**config.mk**
```make
export PLATFORM = sky130hd
export DESIGN_NAME = core_quant_arbiter
export DESIGN_NICKNAME = d
export VERILOG_FILES = /design/src/rtl/core_quant_arbiter.sv
export SDC_FILE = /design/constraint.sdc
export NUM_CORES = 1
export LEC_CHECK = 0
export CORE_UTILIZATION = 40
export DETAILED_ROUTE_END_ITERATION = 16
export HOLD_SLACK_MARGIN = 0.06
export PLACE_DENSITY = 0.84
export SYNTH_ARGS = -nofsm -noshare
export SYNTH_HDL_FRONTEND = slang
export SYNTH_SLANG_ARGS = --single-unit
```
**constraint.sdc**
```tcl
create_clock -name clk -period 2.6 [get_ports clk]
set_input_delay 0.52 -clock clk [delete_from_list [all_inputs] [get_ports clk]]
set_output_delay 0.52 -clock clk [all_outputs]
set_load 0.02 [all_outputs]
```
**src/rtl/core_quant_arbiter.sv**
```systemverilog
// Round-robin burst arbiter sharing one quant pipeline between NUM_REQ requesters.
// Latches the owner's config at grant and drains the pipeline before every owner switch.
module core_quant_arbiter #(
  parameter int NUM_REQ           = 2,
  parameter int IDATA_WIDTH       = 24,
  parameter int ODATA_BIT         = 8,
  parameter int CDATA_SCALE_WIDTH = 16,
  parameter int CDATA_BIAS_WIDTH  = 16,
  parameter int CDATA_SHIFT_WIDTH = 5,
  parameter int MAX_BURST         = 64,
  parameter int INFLIGHT_MAX      = 8
) (
  input  logic                                   clk,
  input  logic                                   rstn,
  input  logic [NUM_REQ-1:0]                     req_valid,
  input  logic [NUM_REQ-1:0]                     req_last,
  input  logic [NUM_REQ*IDATA_WIDTH-1:0]         req_data,
  output logic [NUM_REQ-1:0]                     req_ready,
  input  logic [NUM_REQ*CDATA_SCALE_WIDTH-1:0]   req_cfg_scale,
  input  logic [NUM_REQ*CDATA_BIAS_WIDTH-1:0]    req_cfg_bias,
  input  logic [NUM_REQ*CDATA_SHIFT_WIDTH-1:0]   req_cfg_shift,
  output logic [CDATA_SCALE_WIDTH-1:0]           q_cfg_scale,
  output logic [CDATA_BIAS_WIDTH-1:0]            q_cfg_bias,
  output logic [CDATA_SHIFT_WIDTH-1:0]           q_cfg_shift,
  output logic [IDATA_WIDTH-1:0]                 q_idata,
  output logic                                   q_idata_valid,
  input  logic [ODATA_BIT-1:0]                   q_odata,
  input  logic                                   q_odata_valid,
  output logic [ODATA_BIT-1:0]                   rsp_data,
  output logic [NUM_REQ-1:0]                     rsp_valid,
  output logic                                   busy,
  output logic                                   err_underflow
);

  localparam int OW  = (NUM_REQ > 1) ? $clog2(NUM_REQ) : 1;
  localparam int FW  = $clog2(INFLIGHT_MAX + 1);
  localparam int BCW = $clog2(MAX_BURST + 1);

  typedef enum logic [1:0] {S_IDLE, S_LOAD, S_STREAM, S_DRAIN} state_t;

  state_t                         state_q;
  logic [OW-1:0]                  owner_q;
  logic [OW-1:0]                  rr_q;
  logic [FW-1:0]                  inflight_q;
  logic [FW-1:0]                  inflight_d;
  logic [BCW-1:0]                 beats_q;
  logic [CDATA_SCALE_WIDTH-1:0]   cfg_scale_q;
  logic [CDATA_BIAS_WIDTH-1:0]    cfg_bias_q;
  logic [CDATA_SHIFT_WIDTH-1:0]   cfg_shift_q;
  logic [IDATA_WIDTH-1:0]         q_idata_q;
  logic                           q_idata_valid_q;
  logic [ODATA_BIT-1:0]           rsp_data_q;
  logic [NUM_REQ-1:0]             rsp_valid_q;
  logic                           err_q;

  logic [IDATA_WIDTH-1:0]         data_a  [NUM_REQ];
  logic [CDATA_SCALE_WIDTH-1:0]   scale_a [NUM_REQ];
  logic [CDATA_BIAS_WIDTH-1:0]    bias_a  [NUM_REQ];
  logic [CDATA_SHIFT_WIDTH-1:0]   shift_a [NUM_REQ];

  for (genvar g = 0; g < NUM_REQ; g++) begin : g_unpack
    assign data_a[g]  = req_data[g*IDATA_WIDTH +: IDATA_WIDTH];
    assign scale_a[g] = req_cfg_scale[g*CDATA_SCALE_WIDTH +: CDATA_SCALE_WIDTH];
    assign bias_a[g]  = req_cfg_bias[g*CDATA_BIAS_WIDTH +: CDATA_BIAS_WIDTH];
    assign shift_a[g] = req_cfg_shift[g*CDATA_SHIFT_WIDTH +: CDATA_SHIFT_WIDTH];
  end

  function automatic logic [OW-1:0] wrap_add(input logic [OW-1:0] base, input int k);
    int s;
    s = int'(base) + k;
    if (s >= NUM_REQ) s = s - NUM_REQ;
    return OW'(s);
  endfunction

  // Descending scan so the requester closest to the rr pointer wins.
  logic          pick_vld;
  logic [OW-1:0] pick_idx;
  always_comb begin
    pick_vld = 1'b0;
    pick_idx = '0;
    for (int k = NUM_REQ - 1; k >= 0; k--) begin
      if (req_valid[wrap_add(rr_q, k)]) begin
        pick_vld = 1'b1;
        pick_idx = wrap_add(rr_q, k);
      end
    end
  end

  logic xfer;
  logic burst_end;
  logic underflow;

  assign xfer      = (state_q == S_STREAM) && req_valid[owner_q];
  assign burst_end = req_last[owner_q] || (beats_q == BCW'(MAX_BURST - 1));

  always_comb begin
    req_ready = '0;
    if (state_q == S_STREAM) req_ready[owner_q] = 1'b1;
  end

  // A result with nothing outstanding is flagged and never decrements.
  always_comb begin
    inflight_d = inflight_q;
    underflow  = q_odata_valid && (inflight_q == '0);
    if (xfer && !(q_odata_valid && !underflow)) begin
      inflight_d = inflight_q + FW'(1);
    end else if (!xfer && q_odata_valid && !underflow) begin
      inflight_d = inflight_q - FW'(1);
    end
  end

  always_ff @(posedge clk or negedge rstn) begin
    if (!rstn) begin
      state_q         <= S_IDLE;
      owner_q         <= '0;
      rr_q            <= '0;
      inflight_q      <= '0;
      beats_q         <= '0;
      cfg_scale_q     <= '0;
      cfg_bias_q      <= '0;
      cfg_shift_q     <= '0;
      q_idata_q       <= '0;
      q_idata_valid_q <= 1'b0;
      rsp_data_q      <= '0;
      rsp_valid_q     <= '0;
      err_q           <= 1'b0;
    end else begin
      q_idata_valid_q <= 1'b0;
      rsp_data_q      <= q_odata;
      rsp_valid_q     <= q_odata_valid ? (NUM_REQ'(1) << owner_q) : '0;
      inflight_q      <= inflight_d;
      if (underflow) err_q <= 1'b1;
      case (state_q)
        S_IDLE: begin
          if (pick_vld) begin
            owner_q <= pick_idx;
            state_q <= S_LOAD;
          end
        end
        S_LOAD: begin
          cfg_scale_q <= scale_a[owner_q];
          cfg_bias_q  <= bias_a[owner_q];
          cfg_shift_q <= shift_a[owner_q];
          beats_q     <= '0;
          state_q     <= S_STREAM;
        end
        S_STREAM: begin
          if (xfer) begin
            q_idata_q       <= data_a[owner_q];
            q_idata_valid_q <= 1'b1;
            beats_q         <= beats_q + BCW'(1);
            if (burst_end) state_q <= S_DRAIN;
          end
        end
        S_DRAIN: begin
          // Config may only change once every in-flight result is back.
          if (inflight_q == '0) begin
            rr_q    <= wrap_add(owner_q, 1);
            state_q <= S_IDLE;
          end
        end
        default: state_q <= S_IDLE;
      endcase
    end
  end

  assign q_cfg_scale   = cfg_scale_q;
  assign q_cfg_bias    = cfg_bias_q;
  assign q_cfg_shift   = cfg_shift_q;
  assign q_idata       = q_idata_q;
  assign q_idata_valid = q_idata_valid_q;
  assign rsp_data      = rsp_data_q;
  assign rsp_valid     = rsp_valid_q;
  assign busy          = (state_q != S_IDLE);
  assign err_underflow = err_q;

endmodule

```
==> summary.txt, run 1 <==
Power and ir drop
  • Sequential power share: 0.329
  • Combinational power share: 0.553
  • Sw Pwr: 2860 uW
  • Static Leakage: 0.00286 uW
  • Sw frac: 0.406
  • Internal Pwr Total: 4180 uW
  • Pwr Density: 1090 mW/mm^2
  • VDD IR max: 0.000535 V
  • Clock power frac: 0.118

Synthesis
  • Number of distinct library cells after synthesis: 34
  • Post-synthesis sequential area ratio: 0.547
  • Yosys reg bits: 88
  • Syn Area/Cell: 10.9 sq um
  • Yosys warns: 0
  • Post-Syn Area: 0.00403 sq mm
  • Mapped Nets: 516
  • Mapped Cells: 370

Place
  • Final HPWL DP: 8.08 mm
  • GPL Wtd Cong: 0.764
  • IO buf count: 212

Global routing
  • Initial antenna violation count: 0
  • Vias in the first global route: 3506
  • GRT Residual Overflow: 0
  • Global-route usage over all layers: 0.203
  • Pin count of the biggest net entering global routing: 49
  • First-pass GRT wire length: 16.2 mm

Layout
  • Post-route core utilization: 0.662
  • Post-layout nets: 724
  • Antenna cells: 0
  • Layout cells sized above 1: 0.0532
  • Layout area overhead: 60.6%

Timing
  • Final Critical Period: 2.51 ns
  • Max Fclk: 398 MHz
  • RSZ-0062 raised after global routing: false
  • Fin crit share: 0.966
  • Final Hold Viols: 0
  • Fin Clk Skew: 0.00834 ns
  • Final Setup Violations: 0
  • Worst-Margin Slew: 0.600 ns
  • Rel. slew slack: 0.600
  • Accumulated negative setup slack: 0 ns
  • Final Max Tran Viols: 0

Clocking
  • Clk slew on worst S/H paths: 0.08 ns
  • CTS max path bufs: 2
  • Post-CTS sizing: 2
  • Clk_lat worst skew: 0.35 ns
  • Total CTS buffers: 9
  • Clock Tree Root: clkbuf_8
  • Sink Count: 88
  • Hold Buf Count CTS: 0
  • H-Tree Depth: 3
  • TritonCTS clock tree: yes
  • Setup bufs post-CTS: 0

Setup path
  • R2R setup slack: 0.38 ns
  • Setup crit end kind: output port
  • CP Cell Sequence: inv_1 -> ha_4 -> inv_1 -> nor2_1 -> clkdlybuf4s50_1
  • Crit path launch: state_q[0]
  • Slowest cell delay on critical path: 0.62 ns
  • CP max-delay cell: clkdlybuf4s50_1
  • CP most frequent cell: inv_1
  • R2R Path Start: inflight_q[1]
  • Arr. time, crit path: 1.99 ns
  • Crit Path Class: flip-flop to output port
  • CP max FO: 11
  • Startpoint types: flip-flop
  • FF-to-FF path depth: 7
  • Reg2reg end: inflight_q[3]
  • WP data required: 2.08 ns
  • Worst setup endpoint: req_ready[0]

Worst hold path
  • Worst hold path type: input port to async pin

Detailed routing
  • Antenna viol nets, final: 0
  • DRT Pass-1 Iters: 4
  • DRC viols: 0
  • 1st-iter DRT viols: 54
  • DR WL/cell: 14.6 um
  • Final WL: 10.4 mm
  • Routed vias: 3486
  • Post-DR vias/cell: 4.87

Floorplanning
  • Row cnt: 36
  • Die H: 102 um
  • Die footprint: 0.0105 sq mm
  • Initial Utilization: 0.412
  • Core Footprint: 0.00977 sq mm
  • I/O Pins: 213
  • Die X-Extent: 102 um

Flow run
  • Max_cap viols: 0

Status
  • Status: finished clean
critical path: cells and delay by family, from the launching register on:
family	cells	cell delay, ns
buffers and inverters	3	0.89
adders and majority gates	1	0.23
DFF	1	0.42
and+or+nand+nor	1	0.11
power by group through the flow:
stage / clock network, uW / logic [uW] / registers (uW)
global route: 923 / 4230 / 2380
finish: 830 / 3900 / 2310
detailed placement: 0 / 3930 / 2320
floorplan: 0 / 1730 / 2860
CTS: 860 / 3950 / 2320
global placement: 0 / 3790 / 2290
cells in the final DEF (no fill, tap or decap), types with 3 or more instances in the layout:
master and count:
a21o_1 6, a21oi_1 39, buf_4 6, clkbuf_1 3, clkbuf_8 10, clkdlybuf4s50_1 211
dfrtp_1 87, ha_1 6, inv_1 5, mux2i_1 65, nand2_1 34, nand3_1 4
nor2_1 43, o21ai_1 27, xor2_1 5
routing by layer:
layer	share of wire	up-vias	GRT usage	wire [um]
met5	0	-	0	0
met2	0.52	134	0.362	5420
met3	0.070	24	0.0534	726
met4	0.026	0	0.103	275
li1	-	1689	-	-
met1	0.38	1639	0.223	4020
area by class of cell:
cell class / count / area, sq um
multi-input combinational: 254 / 1710
sequential: 88 / 2210
timing repair buffer: 219 / 2200
inverter: 6 / 22.5
tap: 133 / 166
clock buffer: 13 / 149
fill: 779 / 3300
clock inverter: 3 / 17.5
logic make-up after synthesis:
kind of cell | after synthesis | share of synthesized area
muxes | 69 | 0.175
and+or+nand+nor | 93 | 0.0979
xor gates and xnor gates | 5 | 0.0109
DFF | 88 | 0.547
AOI/OAI and AO/OA | 78 | 0.108
buffers and inverters | 28 | 0.0320
adders and majority gates | 9 | 0.0298
how the worst min path moves through the flow:
stage | cells past startpoint | endpoint | startpoint | slack (ns)
2_1_floorplan | 0 | beats_q[0] | rstn | 0.22
3_3_place_gp | 1 | err_underflow | err_underflow | 0.44
3_5_place_dp | 1 | err_underflow | err_underflow | 0.46
4_1_cts | 1 | rsp_data[0] | rstn | 0.18
5_1_grt | 1 | rsp_data[0] | rstn | 0.21
6_report | 1 | inflight_q[0] | rstn | 0.17
flip-flops by register name, indices dropped and copies added, names as in the netlist:
register	cells
owner_q	1
state_q	2
rsp_valid	2
q_idata_valid	1
inflight_q	4
beats_q	7
q_cfg_shift	5
q_cfg_scale	16
err_underflow	1
rr_q	1
rsp_data	8
q_cfg_bias	16
q_idata	24
Yosys cell counts, drive strengths merged:
library cell,number,area share
inv,6,0.0056
nor2b,2,0.0031
a21o,6,0.011
and2,2,0.0031
dfrtp,88,0.55
buf,12,0.017
mux2i,65,0.16
and3,2,0.0031
nor3b,1,0.0019
o21ai,27,0.034
nand3,5,0.0075
fa,1,0.0050
a21oi,39,0.048
nor4,2,0.0047
xor2,5,0.011
nor2,43,0.040
nor3,1,0.0012
o32a,1,0.0025
ha,8,0.025
o41ai,1,0.0040
mux2,4,0.013
o211ai,1,0.0019
o221a,1,0.0028
clkbuf,10,0.0093
nand2,35,0.033
a2bb2oi,1,0.0022
a31oi,1,0.0016
through the flow:
stage | area (sq um) | power (uW) | setup WS (ns) | cells | hold WS [ns]
after detailed placement | 6290 | 6260 | 0.0663 | 700 | 0.458
after global placement | 6290 | 6080 | 0.157 | 700 | 0.441
final | 6470 | 7040 | 0.0874 | 716 | 0.175
after floorplan | 4030 | 4580 | 0.444 | 370 | 0.224
after global routing | 6470 | 7540 | 0.00117 | 716 | 0.208
after CTS | 6470 | 7130 | 0.0663 | 716 | 0.181
(Power assumes the default switching activity.)
==> run 2, diff against run 1 <==
--- a/config.mk
+++ b/config.mk
@@ -9,6 +9,7 @@
 export DETAILED_ROUTE_END_ITERATION = 16
 export HOLD_SLACK_MARGIN = 0.06
 export PLACE_DENSITY = 0.84
+export SLEW_MARGIN = 20
 export SYNTH_ARGS = -nofsm -noshare
 export SYNTH_HDL_FRONTEND = slang
 export SYNTH_SLANG_ARGS = --single-unit
==> results of run 2 <==
Same layout as run 1: the final DEF is identical, and so are final timing and power.
